--- src/rtl/pipelined_rca.sv ---
// pipelined_rca: parametrised, pipelined ripple-carry adder/subtractor.
//
// The WIDTH-bit carry chain is split into STAGE_BITS-wide slices with one
// register stage per slice (NSTG = WIDTH/STAGE_BITS stages). Upper operand
// slices ride along in shrinking skew registers until their stage. Finished
// lower sum slices accumulate in growing de-skew registers, so the whole of
// Sum leaves the last stage together. A single global advance moves every
// stage at once. Bubbles are held in place and are not collapsed.
//
// Optional feature: define PIPE_RCA_OVF_EN to add the signed-overflow port V.
//
// Ports:
//   clk, rst_n      clock; synchronous active-low reset
//   A, B            operands (WIDTH)
//   C_in, Sub       carry-in / subtract select, captured at accept
//   in_valid        operands valid
//   in_ready        block can accept this cycle (= advance)
//   Sum, C_out      result and carry out of MSB (borrow-free flag on sub)
//   out_valid       Sum/C_out(/V) valid
//   out_ready       consumer accepts this cycle
//   V               signed overflow (only with PIPE_RCA_OVF_EN)

// Combinational W-bit ripple-carry slice.
module rca_slice #(
  parameter int W = 4
) (
  input  logic [W-1:0] a,
  input  logic [W-1:0] b,
  input  logic         cin,
  output logic [W-1:0] s,
  output logic         cout
);
  logic c;

  always_comb begin
    s = '0;
    c = cin;
    for (int i = 0; i < W; i++) begin
      s[i] = a[i] ^ b[i] ^ c;
      c    = (a[i] & b[i]) | (c & (a[i] ^ b[i]));
    end
    cout = c;
  end
endmodule

module pipelined_rca #(
  parameter int WIDTH      = 16,
  parameter int STAGE_BITS = 4   // WIDTH must be a multiple of this
) (
  input  logic             clk,
  input  logic             rst_n,
  input  logic [WIDTH-1:0] A,
  input  logic [WIDTH-1:0] B,
  input  logic             C_in,
  input  logic             Sub,
  input  logic             in_valid,
  output logic             in_ready,
  output logic [WIDTH-1:0] Sum,
  output logic             C_out,
  output logic             out_valid,
`ifdef PIPE_RCA_OVF_EN
  output logic             V,
`endif
  input  logic             out_ready
);
  localparam int SB   = STAGE_BITS;
  localparam int NSTG = WIDTH / STAGE_BITS;

  logic             adv, accept, c0;
  logic [WIDTH-1:0] bx;
  logic [NSTG-1:0]  vld_pipe;

  // Whole pipeline moves together. An empty output slot always lets it move.
  assign adv      = ~vld_pipe[NSTG-1] | out_ready;
  assign in_ready = adv;
  assign accept   = in_valid & adv;

  // Fold the subtract into the operands once at the door. Sub and C_in then
  // travel implicitly as the inverted B slices and the stage-0 carry.
  assign bx = Sub ? ~B : B;
  assign c0 = C_in ^ Sub;

  always_ff @(posedge clk) begin
    if (!rst_n) begin
      vld_pipe <= '0;
    end else if (adv) begin
      vld_pipe[0] <= accept;
      for (int k = 1; k < NSTG; k++) vld_pipe[k] <= vld_pipe[k-1];
    end
  end

  // Stages 0..NSTG-2. Each resolves its slice, forwards the unresolved upper
  // operand bits (ha/hb minus its slice), and grows the completed low sum.
  genvar k;
  for (k = 0; k < NSTG-1; k++) begin : stg
    localparam int HW = WIDTH - k*SB;  // operand bits still unresolved here

    logic [HW-1:0]        ha, hb;
    logic                 ci, co, cy;
    logic [SB-1:0]        s;
    logic [HW-SB-1:0]     a_hi, b_hi;
    logic [(k+1)*SB-1:0]  lo_next, sum_lo;

    if (k == 0) begin : g_src
      assign ha      = A;
      assign hb      = bx;
      assign ci      = c0;
      assign lo_next = s;
    end else begin : g_src
      assign ha      = stg[k-1].a_hi;
      assign hb      = stg[k-1].b_hi;
      assign ci      = stg[k-1].cy;
      assign lo_next = {s, stg[k-1].sum_lo};
    end

    rca_slice #(.W(SB)) u_add (
      .a(ha[SB-1:0]), .b(hb[SB-1:0]), .cin(ci), .s(s), .cout(co)
    );

    always_ff @(posedge clk) begin
      if (!rst_n) begin
        a_hi   <= '0;
        b_hi   <= '0;
        cy     <= 1'b0;
        sum_lo <= '0;
      end else if (adv) begin
        a_hi   <= ha[HW-1:SB];
        b_hi   <= hb[HW-1:SB];
        cy     <= co;
        sum_lo <= lo_next;
      end
    end
  end

  // Final stage: resolves the top slice and registers the full result.
  logic [SB-1:0]    fa, fb, fs;
  logic             fc, fco;
  logic [WIDTH-1:0] f_next, sum_q;
  logic             cout_q;

  if (NSTG == 1) begin : g_last
    assign fa     = A;
    assign fb     = bx;
    assign fc     = c0;
    assign f_next = fs;
  end else begin : g_last
    assign fa     = stg[NSTG-2].a_hi;
    assign fb     = stg[NSTG-2].b_hi;
    assign fc     = stg[NSTG-2].cy;
    assign f_next = {fs, stg[NSTG-2].sum_lo};
  end

  rca_slice #(.W(SB)) u_add_last (
    .a(fa), .b(fb), .cin(fc), .s(fs), .cout(fco)
  );

`ifdef PIPE_RCA_OVF_EN
  // Same-sign operands (after inversion) producing a different-sign result.
  logic v_q;
  logic v_next;
  assign v_next = (fa[SB-1] == fb[SB-1]) & (fs[SB-1] != fa[SB-1]);
`endif

  always_ff @(posedge clk) begin
    if (!rst_n) begin
      sum_q  <= '0;
      cout_q <= 1'b0;
`ifdef PIPE_RCA_OVF_EN
      v_q    <= 1'b0;
`endif
    end else if (adv) begin
      sum_q  <= f_next;
      cout_q <= fco;
`ifdef PIPE_RCA_OVF_EN
      v_q    <= v_next;
`endif
    end
  end

  assign Sum       = sum_q;
  assign C_out     = cout_q;
  assign out_valid = vld_pipe[NSTG-1];
`ifdef PIPE_RCA_OVF_EN
  assign V         = v_q;
`endif
endmodule

--- config.mk ---
export PLATFORM = sky130hd
export DESIGN_NAME = pipelined_rca
export DESIGN_NICKNAME = d
export VERILOG_FILES = /design/src/rtl/pipelined_rca.sv
export SDC_FILE = /design/constraint.sdc
export NUM_CORES = 1
export LEC_CHECK = 0
export CORE_MARGIN = 5
export CORE_UTILIZATION = 49
export CTS_CLUSTER_DIAMETER = 50
export DETAILED_ROUTE_END_ITERATION = 8
export PLACE_DENSITY = 0.83
export SLEW_MARGIN = 20
export SYNTH_ARGS = -nofsm -noshare
export SYNTH_HDL_FRONTEND = slang
export SYNTH_HIERARCHICAL = 1
export SYNTH_SLANG_ARGS = --single-unit
--- constraint.sdc ---
create_clock -name clk -period 3.21 [get_ports clk]
set_input_delay 0.8025 -clock clk [delete_from_list [all_inputs] [get_ports clk]]
set_output_delay 0.8025 -clock clk [all_outputs]
set_load 0.02 [all_outputs]
# Yosys cells after proc, flatten, opt, wreduce, memory -nomap -nowiden
# Index checks and enable logic that the tools add are counted.
[word_totals]
regBits = 96
in_bits = 38
out_inout_bits = 19
word_cells = 101
[op_classes]
n_mux = 1
bitwise = 85
[op_table]
columns = ["operator", "n"]
rows = [
  ["1-bit bitwise AND", 33],
  ["1-bit XOR", 33],
  ["1-bit bitwise OR", 17],
  ["16-bit 2-to-1 mux", 1],
  ["16-bit inverter", 1],
  ["1-bit inverter", 1],
]

# Depth between registers and ports, before layout
[logic_depth]
depth_word = 11
ltp_mapped = 13
ltp_nobuf = 11

# Hierarchy
# The synthesis kept the hierarchy.
[modules_own_cells]
columns = ["module", "n_inst", "cells_per_inst", "area_each_um2"]
rows = [
  ["pipelined_rca", 1, 421, 3632.2],
  ["rca_slice", 4, 14, 117.6],
]

# Worst setup path after synthesis
# OpenSTA, ideal clock, no wires.
[synth_timing]
path_type = "input -> register"
from = "in Sub"
to = "reg stg[0].sum_lo[3]"
setup_ps = 76
arrival_time_ps = 2975
required_time_ps = 3134
path_slack_ps = 159
stages = 13
path_cell_list = "buf_4 -> buf_4 -> xor2_1 -> fa_1 -> inv_1 -> fa_1 -> inv_1 -> fa_1 -> inv_1 -> fa_1 -> inv_1 -> nand2_1 -> a21boi_0"
[synth_via]
elab_chain_len = 9
word_cells_on_any_way = 16
classes_between = "1 x mux; 15 x bitwise"
[synth_lines]
columns = ["element", "line_no", "source"]
rows = [
  ["from (decl)", "55", "input logic Sub,"],
  ["16-bit 2-to-1 mux (*)", "80", "assign bx = Sub ? ~B : B;"],
  ["named net bx[0]", "70", "logic [WIDTH-1:0] bx;"],
  ["1-bit XOR", "40", "c = (a[i] & b[i]) | (c & (a[i] ^ b[i]));"],
  ["1-bit bitwise AND", "40", ""],
  ["1-bit bitwise OR (*)", "40", ""],
  ["1-bit bitwise AND (*)", "40", ""],
  ["1-bit bitwise OR (*)", "40", ""],
  ["1-bit bitwise AND (*)", "40", ""],
  ["1-bit bitwise OR (*)", "40", ""],
  ["1-bit XOR (*)", "39", "s[i] = a[i] ^ b[i] ^ c;"],
  ["named net stg[0].lo_next[3]", "102", "logic [(k+1)*SB-1:0] lo_next, sum_lo;"],
  ["to (signal assigned)", "130", "sum_lo <= lo_next;"],
  ["to (decl)", "102", ""],
]
# Mark *: on every way through the listed nets, which the timed path passes. The rest lies on a longest branch.
# A chain may end at the register's enable or synchronous reset.

# Worst setup path in the final report
# Same ends and word-level chain as after synthesis.

==> impl_metrics.ini <==
[run_status]
status = finished clean

[detailed_routing]
via_per_inst = 4.71
wl_um = 7330
ant_nets = 0
firstDrtPassIters = 4
wire_per_inst_um = 11.7
wl_met1_um = 3630
met3_length_um = 391
drcViolationCount = 0
drt-initial-drc-count = 155
dr_wl_met2_um = 3180
highest_layer = met4
dr_total_vias = 2953

[cts]
cts.sinks = 96
cts-root-buf = clkbuf_8
insertion_delay_ps = 360
cts_buffers = 9
cts.path.max_buffers = 2
cts_resized = 0
post_cts_buffers = 0
clk_pin_slew_ps = 80
tritoncts = yes
cts_hold_repair.buffers = 0
htreeDepth = 3

[placement]
numPlacedInstances = 611
place_congestion = 0.741
hpwl_um = 4690
pre_cts_slack_ps = -213
numPortBuffers = 56
dpl-instance-area_um2 = 4660

[timing]
drv_slew = 0
timing.fmax_ghz = 0.330
whs_ps = 451
tightest_slew_ps = 968
setup_viol = 0
finalCriticalPeriod_ps = 3030
max-slew-margin-rel = 0.355
fin_skew_ps = 6.77
tns_ps = 0
hold_viol = 0
rsz0062_at_grt = no
period_share = 0.945
worst_slack_ps = 177

[power]
vdd_drop_max_mv = 0.315
leakage_nw = 1.94
p_total_mw = 2.44
power.density_nw_per_um2 = 501

[setup_path]
required_ps = 3510
worstPathBufferInverterCount = 5
slowest_delay_ps = 500
crit_path_max_fanout = 4
path_delay_family = adder cells
reg2reg_from = stg[1].a_hi[0]
cp.arrival_ps = 3330
worstSetupStartpointType = input port
critPathLaunch = Sub
crit_type = in2reg
regToRegSetupSlack_ps = 930
crit_chain = clkdlybuf4s50_1 -> xor2_1 -> fa_1 -> inv_1 -> fa_1 -> inv_1 -> fa_1 -> inv_1 -> fa_1 -> inv_1 -> nand2_1 -> a21boi_0
end_kind = flop
crit_slowest_cell = clkdlybuf4s50_1

[finish]
layout.cells.non_filler = 627
syn_to_final_growth_pct = 18.9
fin_area_um2 = 4880
multiInputGateArea_um2 = 1860
drive_gt1_frac = 0.0460
final_util = 0.597
regArea_um2 = 1920
nets = 571
layout_common_cells = nand2_1 (166), dfxtp_1 (96), a21boi_1 (60), clkdlybuf4s50_1 (55), inv_1 (40)
fillCellCount = 704
final_common_cell = nand2_1
diodes = 0

[global_routing]
grt_use_total = 0.154
first_global_vias = 2896
grt_max_degree = 108
grt_remaining_overflow = 0
grt_pass1_wl_um = 12800
antenna_found_initial = 0

[die]
die_area_um2 = 10300
initial_utilization = 0.502
die_h_um = 102
die_w_um = 102
core-area_um2 = 8180
ioPinCount = 57
num_rows = 33

[synth]
yosys_warnings = 6
synthesis.area_um2 = 4100
seq_area_frac_synth = 0.468
syn_inst = 477
netlist-cell-type-count = 18
syn_avg_cell_area_um2 = 8.60
synth_fp_nets = 531
ys_ff_latch = 96

[job]
drv_cap = 0

[hold_path]
hp-class = reg2reg
worstHoldStart = fb[1]
## synth_stat cells (all sizes together)
library cell / number / area, µm²
xor2: 5 / 43.8
a21boi: 83 / 623
a21oi: 12 / 60.1
inv: 41 / 154
clkbuf: 8 / 30.0
xnor2: 12 / 105
buf: 24 / 140
fa: 16 / 320
dfxtp: 96 / 1920
nor2b: 1 / 13.8
o21ai: 12 / 60.1
nand2: 166 / 623
o21a: 1 / 7.51
## tightest hold or removal path: stages, from the launching register on
cell and delay (ps):
dfxtp_1 310, nand2_1 50, a21boi_1 50
## cells by family after synthesis
family,synth area share
simple gates,0.155
buf+inv,0.0790
compound gates,0.183
flops,0.468
fa+ha+maj,0.0781
xor+xnor,0.0363
## final timing paths
check | endpoint | cells past startpoint
setup / recovery | stg[0].sum_lo[3] | 12
hold / removal | fb[1] | 2
setup reg to reg | stg[2].sum_lo[11] | 10
hold reg to reg | fb[1] | 2
## where the power goes
group,switching (mW),internal [mW],leakage [nW],total [mW]
Sequential,0.0428,1.27,0.789,1.31
Combinational,0.131,0.146,1.04,0.277
Clock,0.400,0.456,0.112,0.855
Total,0.573,1.87,1.94,2.44
## registers in the layout, indices dropped and copies added (netlist names)
signal and flops:
C_out 1, Sum 16, fa 4, fb 4, fc 1, stg.a_hi 20, stg.b_hi 20, stg.cy 2
stg.sum_lo 24, vld_pipe 4
## cell type report
type,instances,area share
inverter,41,0.0316
clock inverter,6,0.0169
multi-input combinational,308,0.381
timing repair buffer,61,0.122
sequential,96,0.394
clock buffer,10,0.0282
tap,105,0.0269
## metal layers
layer | track usage | vias to the layer above
li1 | - | 1558
met1 | 0.203 | 1325
met2 | 0.237 | 62
met3 | 0.0461 | 8
met4 | 0.0644 | 0
met5 | 0 | -
Note: power is estimated with default switching activity, not from simulation.
